===== src/rtl/jtag_ir_gen_if.sv =====
// Signal bundle between a JTAG TAP controller and the instruction register.
// ir_parity_err exists only when JTAG_IR_PARITY_EN is defined.
interface jtag_ir_gen_if #(
    parameter int IR_SIZE = 4
);
    localparam int ST_W = (IR_SIZE > 2) ? IR_SIZE - 2 : 1;

    logic                tlr;
    logic                capture_ir;
    logic                shift_ir;
    logic                update_ir;
    logic                scan_in;
    logic [ST_W-1:0]     status_in;
    logic                scan_out;
    logic [IR_SIZE-1:0]  instr;
    logic                sel_extest;
    logic                sel_sample;
    logic                sel_idcode;
    logic                sel_bypass;
    logic                instr_unknown;
`ifdef JTAG_IR_PARITY_EN
    logic                ir_parity_err;
`endif

    modport master (
        output tlr, capture_ir, shift_ir, update_ir, scan_in, status_in,
        input  scan_out, instr, sel_extest, sel_sample, sel_idcode, sel_bypass,
`ifdef JTAG_IR_PARITY_EN
        input  ir_parity_err,
`endif
        input  instr_unknown
    );

    modport slave (
        input  tlr, capture_ir, shift_ir, update_ir, scan_in, status_in,
        output scan_out, instr, sel_extest, sel_sample, sel_idcode, sel_bypass,
`ifdef JTAG_IR_PARITY_EN
        output ir_parity_err,
`endif
        output instr_unknown
    );
endinterface


===== src/rtl/jtag_ir_gen.sv =====
// JTAG instruction register: capture/shift scan chain, update-loaded output register
// and one-hot instruction decode. Optional odd-parity check via JTAG_IR_PARITY_EN.
module jtag_ir_gen #(
    parameter int                 IR_SIZE   = 4,
    parameter logic [IR_SIZE-1:0] IDCODE_OP = IR_SIZE'(4'b0010),
    parameter logic [IR_SIZE-1:0] SAMPLE_OP = IR_SIZE'(4'b0001)
) (
    input logic           clock,
    input logic           reset,
    jtag_ir_gen_if.slave  ir
);

`ifdef JTAG_IR_PARITY_EN
    localparam int SCAN_LEN = IR_SIZE + 1;
`else
    localparam int SCAN_LEN = IR_SIZE;
`endif

    if (IR_SIZE < 2 || IR_SIZE > 16) begin : g_bad_size
        $error("jtag_ir_gen: IR_SIZE must be within 2..16");
    end
    if (IDCODE_OP == SAMPLE_OP || IDCODE_OP == '0 || IDCODE_OP == '1 ||
        SAMPLE_OP == '0 || SAMPLE_OP == '1) begin : g_bad_opcodes
        $error("jtag_ir_gen: IDCODE_OP/SAMPLE_OP must be distinct and not all-zeros/all-ones");
    end

    logic [SCAN_LEN-1:0] scan_q, scan_d;
    logic [IR_SIZE-1:0]  instr_q, instr_d;
    logic                unknown_q, unknown_d;
    logic                perr_q, perr_d;
    logic [IR_SIZE-1:0]  load_op;
    logic                parity_ok;

    function automatic logic is_known(input logic [IR_SIZE-1:0] op);
        return (op == '0) || (op == '1) || (op == IDCODE_OP) || (op == SAMPLE_OP);
    endfunction

    always_comb begin
        scan_d = scan_q;
        if (ir.capture_ir) begin
            scan_d      = '0;
            scan_d[1:0] = 2'b01;
            for (int unsigned i = 2; i < IR_SIZE; i++) begin
                scan_d[i] = ir.status_in[i-2];
            end
        end else if (ir.shift_ir) begin
            scan_d = {ir.scan_in, scan_q[SCAN_LEN-1:1]};
        end
    end

    // Update samples scan_q (pre-edge content), so a same-cycle capture/shift cannot leak in.
    always_comb begin
        load_op   = scan_q[IR_SIZE-1:0];
`ifdef JTAG_IR_PARITY_EN
        parity_ok = ^scan_q;
`else
        parity_ok = 1'b1;
`endif
        instr_d   = instr_q;
        unknown_d = unknown_q;
        perr_d    = perr_q;
        if (ir.tlr) begin
            instr_d   = IDCODE_OP;
            unknown_d = 1'b0;
            perr_d    = 1'b0;
        end else if (ir.update_ir) begin
            if (parity_ok) begin
                instr_d   = load_op;
                unknown_d = !is_known(load_op);
                perr_d    = 1'b0;
            end else begin
                instr_d   = '1;
                unknown_d = 1'b0;
                perr_d    = 1'b1;
            end
        end
    end

    always_ff @(posedge clock or posedge reset) begin
        if (reset) begin
            scan_q    <= '0;
            instr_q   <= IDCODE_OP;
            unknown_q <= 1'b0;
            perr_q    <= 1'b0;
        end else begin
            scan_q    <= scan_d;
            instr_q   <= instr_d;
            unknown_q <= unknown_d;
            perr_q    <= perr_d;
        end
    end

    assign ir.scan_out      = scan_q[0];
    assign ir.instr         = instr_q;
    assign ir.instr_unknown = unknown_q;
    assign ir.sel_extest    = (instr_q == '0);
    assign ir.sel_sample    = (instr_q == SAMPLE_OP);
    assign ir.sel_idcode    = (instr_q == IDCODE_OP);
    assign ir.sel_bypass    = !((instr_q == '0) || (instr_q == SAMPLE_OP) ||
                                (instr_q == IDCODE_OP));
`ifdef JTAG_IR_PARITY_EN
    assign ir.ir_parity_err = perr_q;
`else
    logic unused_perr;
    assign unused_perr = perr_q;
`endif

endmodule


===== src/flat_wrapper.sv =====
// flat-port wrapper written by rule: the top's interface ports become plain ports
module jtag_ir_gen_flat 
#(
    parameter int                 IR_SIZE   = 4,
    parameter logic [IR_SIZE-1:0] IDCODE_OP = IR_SIZE'(4'b0010),
    parameter logic [IR_SIZE-1:0] SAMPLE_OP = IR_SIZE'(4'b0001)
)
  (clock, reset, ir_tlr, ir_capture_ir, ir_shift_ir, ir_update_ir, ir_scan_in, ir_status_in, ir_scan_out, ir_instr, ir_sel_extest, ir_sel_sample, ir_sel_idcode, ir_sel_bypass, ir_instr_unknown);
  jtag_ir_gen_if #(.IR_SIZE(IR_SIZE)) ir_i ();
  input logic clock;
  input logic reset;
  input wire logic [$bits(ir_i.tlr)-1:0] ir_tlr;
  input wire logic [$bits(ir_i.capture_ir)-1:0] ir_capture_ir;
  input wire logic [$bits(ir_i.shift_ir)-1:0] ir_shift_ir;
  input wire logic [$bits(ir_i.update_ir)-1:0] ir_update_ir;
  input wire logic [$bits(ir_i.scan_in)-1:0] ir_scan_in;
  input wire logic [$bits(ir_i.status_in)-1:0] ir_status_in;
  output wire logic [$bits(ir_i.scan_out)-1:0] ir_scan_out;
  output wire logic [$bits(ir_i.instr)-1:0] ir_instr;
  output wire logic [$bits(ir_i.sel_extest)-1:0] ir_sel_extest;
  output wire logic [$bits(ir_i.sel_sample)-1:0] ir_sel_sample;
  output wire logic [$bits(ir_i.sel_idcode)-1:0] ir_sel_idcode;
  output wire logic [$bits(ir_i.sel_bypass)-1:0] ir_sel_bypass;
  output wire logic [$bits(ir_i.instr_unknown)-1:0] ir_instr_unknown;
  assign ir_i.tlr = ir_tlr;
  assign ir_i.capture_ir = ir_capture_ir;
  assign ir_i.shift_ir = ir_shift_ir;
  assign ir_i.update_ir = ir_update_ir;
  assign ir_i.scan_in = ir_scan_in;
  assign ir_i.status_in = ir_status_in;
  assign ir_scan_out = ir_i.scan_out;
  assign ir_instr = ir_i.instr;
  assign ir_sel_extest = ir_i.sel_extest;
  assign ir_sel_sample = ir_i.sel_sample;
  assign ir_sel_idcode = ir_i.sel_idcode;
  assign ir_sel_bypass = ir_i.sel_bypass;
  assign ir_instr_unknown = ir_i.instr_unknown;
  jtag_ir_gen #(.IR_SIZE(IR_SIZE), .IDCODE_OP(IDCODE_OP), .SAMPLE_OP(SAMPLE_OP)) u_core (.clock(clock), .reset(reset), .ir(ir_i));
endmodule

===== config.mk =====
export PLATFORM = sky130hd
export DESIGN_NAME = jtag_ir_gen_flat
export DESIGN_NICKNAME = d
export VERILOG_FILES = /design/src/rtl/jtag_ir_gen_if.sv /design/src/rtl/jtag_ir_gen.sv /design/src/flat_wrapper.sv
export SDC_FILE = /design/constraint.sdc
export NUM_CORES = 1
export LEC_CHECK = 0
export BUFFER_PORTS_ARGS = -buffer_cell sky130_fd_sc_hd__buf_2
export CAP_MARGIN = 20
export CORE_AREA = 2 2 39 41
export DETAILED_ROUTE_END_ITERATION = 12
export DIE_AREA = 0 0 41 43
export GPL_TIMING_DRIVEN = 0
export PLACE_DENSITY = 0.54
export REMOVE_ABC_BUFFERS = 1
export SLEW_MARGIN = 20
export SYNTH_ARGS = -nofsm -noshare
export SYNTH_HDL_FRONTEND = slang
export SYNTH_SLANG_ARGS = --single-unit

===== constraint.sdc =====
create_clock -name clock -period 1.3 [get_ports clock]
set_input_delay 0.065 -clock clock [delete_from_list [all_inputs] [get_ports clock]]
set_output_delay 0.065 -clock clock [all_outputs]
set_load 0.01 [all_outputs]

==> out/results.ini, run 1 <==
[status]
status=finished clean

[flow_run]
maxCapViolations=0

[clocking]
clock_insertion_delay_worst_skew_ns=0.25
tritoncts_buffers=3
cts_tree=done
h_tree_lvl_count=1
cts_max_path_buffers=2
cts_root_buf=sky130_fd_sc_hd__clkbuf_4
count_of_clock_tree_sinks=9
clkTransAtPathRegs_ns=0.06

[grt]
maximum_number_of_pins_on_one_net_before_global_route_repair=10
grt_overflow_total=0
grt_antenna_before_repair=0
grt_first_pass_wirelength_um=1250
grt_use_total_pct=11.1
first_global_vias=310

[sta]
fmax_mhz=803
drv_slew=0
final.min_clock_period_ns=1.25
setup_total_negative_slack_ns=0
max_transition_margin_pct=77.4
setup_ws_ns=0.0549
tightestPinTransition_ns=0.338
skew_ns=0.00243
report.final.hold_viol_count=0
setup_violations=0
rsz_0062_raised_after_global_routing=yes
finalCritPeriodShare_pct=95.8

[floorplan]
chipWidth_um=41
core_area_um2=1380
ioPinCount=19
placementRows=14
design.die.area_um2=1760
y_dimension_of_the_die_um=43
start_util_pct=31.2

[synth]
yosys.area_share.adder_pct=0
synth_top_family_by_area=simple AND/OR/NAND/NOR gates
synth_area_um2=432
xor_and_xnor_area_share_after_synthesis_pct=0
synthesis.area_per_instance_um2=11.1
ys_seq_elements=9
fraction_of_the_yosys_area_taken_by_sequential_cells_pct=52.5
synth-warning-count=0
synthesis.instances=39
netlist_cell_types=16
synth_compound_area_share_pct=11.6
synth.mux.area_fraction_pct=13.9
share_of_synthesized_cell_area_in_and_or_nand_and_nor_gates_pct=17.7

[final_layout]
post_route_cells_drive_above_1_share_pct=40.0
fin_nets=70
final_design_area_no_fill_um2=576
multi_input_area_um2=199
insertedDiodeCount=0
num-fill-cells=141
seq_area_um2=226
synthToLayoutAreaGrowth_pct=33.3

[critical_path]
critical_path.slowest_cell=sky130_fd_sc_hd__dfstp_2
worstPathBufferInverterCount=1
cp.required_ns=1.24
critPathTopFamily=flip-flops
crit_chain=nor4b_2, buf_2
cp-start-kind=flop
worst-setup-path-type=flop to primary output
worstPathArrival_ns=1.18
critical_path.endpoint_type=primary output
crit_path_max_fanout=6
cp_slowest_stage_delay_ns=0.57

[place]
place_congestion=0.559
area_after_dpl_um2=527
dp_slack_ns=0.300
portBuffers=18

[pwr]
powerDensity_nw_per_um2=1150
ir_drop_uv=447
power.static_leakage_nw=0.301

[route]
dr.first_iter.drc_count=6
wire_per_inst_um=11.3
detailroute.via_count=376
drcViolationCount=0
detail-route-antenna-nets=0
avgViaCountPerCell=4.95
firstDrtPassIters=4
drt_wl_total_um=858

[worst_hold_path]
hold_class=input port to flop

layout make-up:
| class | count | area share [%] |
|---|---|---|
| tap | 16 | 3.48 |
| timing repair buffer | 19 | 17.4 |
| inverter | 1 | 0.652 |
| multi-input combinational | 27 | 34.6 |
| clock buffer | 4 | 4.57 |
| sequential | 9 | 39.3 |
flip-flops by register name, summed over array words and instances (netlist names):
signal,cells
u_core.ir.instr_unknown,1
u_core.ir.instr,4
u_core.load_op,4
placed cells by master, fill, tap and decap left out:
master and count:
sky130_fd_sc_hd__buf_2 18, sky130_fd_sc_hd__nand2b_1 1, sky130_fd_sc_hd__nor4_1 1, sky130_fd_sc_hd__nand4_1 1, sky130_fd_sc_hd__dlygate4sd3_1 1, sky130_fd_sc_hd__clkbuf_1 1
sky130_fd_sc_hd__a21oi_1 1, sky130_fd_sc_hd__nor2b_1 2, sky130_fd_sc_hd__dfrtp_1 8, sky130_fd_sc_hd__nor2_1 4, sky130_fd_sc_hd__clkbuf_4 3, sky130_fd_sc_hd__mux2i_1 6
sky130_fd_sc_hd__nand3_1 1, sky130_fd_sc_hd__dfstp_2 1, sky130_fd_sc_hd__a211o_1 4, sky130_fd_sc_hd__nor4b_2 2, sky130_fd_sc_hd__nand2_1 2, sky130_fd_sc_hd__inv_1 1
sky130_fd_sc_hd__o21ai_0 2
cell usage after synthesis:
master / n / area (um^2)
sky130_fd_sc_hd__nand2b_1: 1 / 6.26
sky130_fd_sc_hd__buf_4: 2 / 15.0
sky130_fd_sc_hd__nand4_1: 1 / 6.26
sky130_fd_sc_hd__nand3_1: 1 / 5.00
sky130_fd_sc_hd__dfstp_2: 1 / 26.3
sky130_fd_sc_hd__nor2b_1: 2 / 12.5
sky130_fd_sc_hd__dfrtp_1: 8 / 200
sky130_fd_sc_hd__nor2_1: 4 / 15.0
sky130_fd_sc_hd__inv_1: 1 / 3.75
sky130_fd_sc_hd__a21oi_1: 1 / 5.00
sky130_fd_sc_hd__nor4_1: 1 / 6.26
sky130_fd_sc_hd__a211o_1: 4 / 35.0
sky130_fd_sc_hd__nor4b_1: 2 / 17.5
sky130_fd_sc_hd__nand2_1: 2 / 7.51
sky130_fd_sc_hd__mux2i_1: 6 / 60.1
sky130_fd_sc_hd__o21ai_0: 2 / 10.0
per-layer routing:
metal	share of wire, %	GRT usage [%]
met1	45	14.2
met2	44	14.4
met3	10	3.14
met4	0.70	10.0
met5	0	0
cell families (layout without fill, tap and decap cells):
kind of cell,count (synthesis),count (layout)
multiplexers,6,6
buffers and inverters,3,24
AO/OA/AOI/OAI,7,7
AND/OR/NAND/NOR,14,14
flip-flops,9,9
final timing paths:
check                                                    start                             endpoint  slack (ns)  cells past startpoint
min in group asynchronous                                reset        u_core.load_op[3]$_DFFE_PP0P_        0.31                      3
hold / removal                                 ir_status_in[0]        u_core.load_op[2]$_DFFE_PP0P_        0.02                      3
max in group asynchronous                                reset       u_core.ir.instr[1]$_DFFE_PP1P_        0.70                      3
hold reg to reg            u_core.ir.instr_unknown$_DFFE_PP0P_  u_core.ir.instr_unknown$_DFFE_PP0P_        0.54                      2
setup / recovery                u_core.ir.instr[1]$_DFFE_PP1P_                        ir_sel_idcode        0.05                      2
setup reg to reg                 u_core.load_op[1]$_DFFE_PP0P_  u_core.ir.instr_unknown$_DFFE_PP0P_        0.33                      3
where the power goes:
group	leakage [nW]	internal (mW)	switching [mW]
Clock	0.0150	0.118	0.0899
Combinational	0.174	0.0634	0.0571
Sequential	0.112	0.304	0.0308
worst min-delay path, delay by kind of cell:
| kind | cells | cell delay (ns) |
|---|---|---|
| buffers and inverters | 1 | 0.07 |
| AOI/OAI and AO/OA | 1 | 0.05 |
| and+or+nand+nor | 1 | 0.04 |
stage by stage:
step | cells | utilization (%) | hold WS [ns] | power [mW]
floorplan | 37 | - | -0.108 | 0.397
global placement | 71 | 38.1 | 0.0487 | 0.454
detailed placement | 71 | 38.1 | 0.0470 | 0.454
CTS | 76 | 40.7 | 0.0127 | 0.672
global route | 76 | 41.6 | 0.0174 | 0.710
finish | 76 | 41.6 | 0.0169 | 0.663
what timing repair did:
| action | 4_1_cts | 5_1_grt |
|---|---|---|
| gates resized for setup | 0 | 2 |
| endpoints found under the setup margin | 0 | 2 |
| buffers inserted | 0 | 0 |
| hold buffers | 1 | 0 |
| hold endpoints to repair | 8 | 0 |
Note: power is estimated with default switching activity, not from simulation.
==> run 2: changes to the inputs <==
Settings changed: CORE_AREA 2 2 39 41 to 5 5 42 44, CTS_CLUSTER_DIAMETER from default to 40, DIE_AREA 0 0 41 43 to 0 0 47 49.
==> out/results.ini, run 2 (synthesis gave the netlist of run 1 again) <==
[status]
status=finished clean

[clocking]
h_tree_lvl_count=1  ; unchanged
clock_insertion_delay_worst_skew_ns=0.25  ; about the same
cts_tree=done
tritoncts_buffers=3  ; unchanged
count_of_clock_tree_sinks=9  ; unchanged
cts_max_path_buffers=2  ; unchanged
clkTransAtPathRegs_ns=0.06  ; about the same
cts_root_buf=sky130_fd_sc_hd__clkbuf_4

[final_layout]
layout.cells.non_filler=76  ; unchanged
synthToLayoutAreaGrowth_pct=35.4
fin_nets=70  ; unchanged
layout_commonest_cell=sky130_fd_sc_hd__buf_2
seq_area_um2=226  ; unchanged
num-fill-cells=154  ; +9.2%
post_route_cells_drive_above_1_share_pct=40.0  ; unchanged
insertedDiodeCount=0  ; unchanged
multi_input_area_um2=208  ; +4.4%
most-common-layout-cells=sky130_fd_sc_hd__buf_2, sky130_fd_sc_hd__dfrtp_1, sky130_fd_sc_hd__mux2i_1, sky130_fd_sc_hd__a211o_1, sky130_fd_sc_hd__nor2_1

[sta]
tightestPinTransition_ns=0.342  ; +0.00317 ns
final.min_clock_period_ns=1.25  ; +0.00499 ns
setup_ws_ns=0.0499  ; -0.00499 ns
timing.hold.ws_ns=0.0240  ; +0.00705 ns
finalCritPeriodShare_pct=96.2  ; +0.38 points
setup_violations=0  ; unchanged
rsz_0062_raised_after_global_routing=yes
skew_ns=0.00153  ; -0.000903 ns
max_transition_margin_pct=77.2  ; -0.21 points
fmax_mhz=800  ; -0.40%
setup_total_negative_slack_ns=0  ; unchanged
report.final.hold_viol_count=0  ; unchanged
drv_slew=0  ; unchanged

[pwr]
ir_drop_uv=454  ; +1.6%
p_seq_share_pct=50.7  ; +0.2 points
swShare_pct=26.6  ; -0.23 points
power.internal_uw=490  ; +0.86%
total_switching_power_uw=177  ; -0.35%
combPwrFrac_pct=18.8  ; +0.6 points
power.static_leakage_nw=0.308  ; +2.5%
pwr-share-clk_pct=30.6  ; -0.7 points
p_total_uw=667  ; +0.53%
powerDensity_nw_per_um2=1140  ; -0.97%

[critical_path]
critical_path.endpoint_type=primary output
cp_slowest_stage_delay_ns=0.46  ; -0.11 ns
critical_path.slowest_cell=sky130_fd_sc_hd__dfrtp_1
crit_chain=nor4b_1, buf_2
worstPathArrival_ns=1.19  ; about the same
crit_path_max_fanout=6  ; unchanged
worstPathBufferInverterCount=1  ; unchanged
worst-setup-path-type=flop to primary output
cp-start-kind=flop
cp.required_ns=1.24  ; about the same
critPathTopFamily=flip-flops

[floorplan]
start_util_pct=30.8  ; -0.39 points
chipWidth_um=47  ; +15%
y_dimension_of_the_die_um=49  ; +14%
core_area_um2=1400  ; +1.3%
design.die.area_um2=2300  ; +31%
ioPinCount=19  ; unchanged
placementRows=14  ; unchanged

[route]
avgViaCountPerCell=4.87  ; -1.6%
detail-route-antenna-nets=0  ; unchanged
drcViolationCount=0  ; unchanged
firstDrtPassIters=2  ; -2
dr.first_iter.drc_count=1  ; -5
detailroute.via_count=370  ; -1.6%
wire_per_inst_um=12.0  ; +6.4%
drt_wl_total_um=913  ; +6.4%

[worst_hold_path]
hold_class=input port to flop

[place]
place_congestion=0.641  ; +15%
portBuffers=18  ; unchanged
dpl.cell_count=71  ; unchanged
dp_hpwl_um=672
dp_slack_ns=0.298  ; -0.00214 ns

[grt]
first_global_vias=358  ; +15%
grt_first_pass_wirelength_um=1390  ; +12%
grt_overflow_total=0  ; unchanged
grt_use_total_pct=8.30  ; -2.8 points
maximum_number_of_pins_on_one_net_before_global_route_repair=10  ; unchanged
grt_antenna_before_repair=0  ; unchanged

[flow_run]
maxCapViolations=0  ; unchanged

[run 2: cell counts in the layout (fill, tap and decap cells not counted)]
Identical to the previous run, type by type.
[run 2: power groups by stage]
stage	sequential, mW	clock, mW	combinational (mW)
after floorplan	0.338	0	0.0582
after global placement	0.337	0	0.117
after detailed placement	0.338	0	0.117
after CTS	0.333	0.216	0.120
after global routing	0.343	0.225	0.140
final	0.338	0.204	0.125
[run 2: final cells by class]
class / instances / share of cell area, %
timing repair buffer: 19 / 17.1
clock buffer: 4 / 4.50
multi-input combinational: 27 / 35.5
inverter: 1 / 0.642
sequential: 9 / 38.8
tap: 16 / 3.43
[run 2: metal layers]
metal	track usage, %	part of all wire (%)
met1	10.4	45
met2	12.0	46
met3	2.21	8.9
met4	5.53	0.55
met5	0	0
[run 2: worst paths after layout]
check / from / to / slack, ns / cells after the start
min in group asynchronous: reset / u_core.load_op[1]$_DFFE_PP0P_ / 0.32 / 3
max in group asynchronous: reset / u_core.ir.instr[1]$_DFFE_PP1P_ / 0.69 / 3
min: ir_status_in[0] / u_core.load_op[2]$_DFFE_PP0P_ / 0.02 / 3
max reg2reg: u_core.load_op[1]$_DFFE_PP0P_ / u_core.ir.instr_unknown$_DFFE_PP0P_ / 0.31 / 3
min reg2reg: u_core.ir.instr_unknown$_DFFE_PP0P_ / u_core.ir.instr_unknown$_DFFE_PP0P_ / 0.53 / 2
max: u_core.ir.instr[2]$_DFFE_PP0P_ / ir_sel_sample / 0.05 / 2
[run 2: worst reg2reg max path: cells and delay by family (launching register included)]
family,cells,cell delay (ns)
AOI/OAI and AO/OA,2,0.37
and+or+nand+nor,1,0.08
DFF,1,0.43
[run 2: stage by stage]
stage                     area, um^2  utilization [%]
after detailed placement         527             37.6
final                            584             41.7
after floorplan                  417                -
after global routing             584             41.7
after CTS                        563             40.2
after global placement           527             37.6
[run 2: what timing repair did]
item,4_1_cts,5_1_grt
setup endpoints to repair,0,1
hold endpoints to repair,8,0
resized for setup,0,3
setup buffers,0,0
hold buffers,1,0
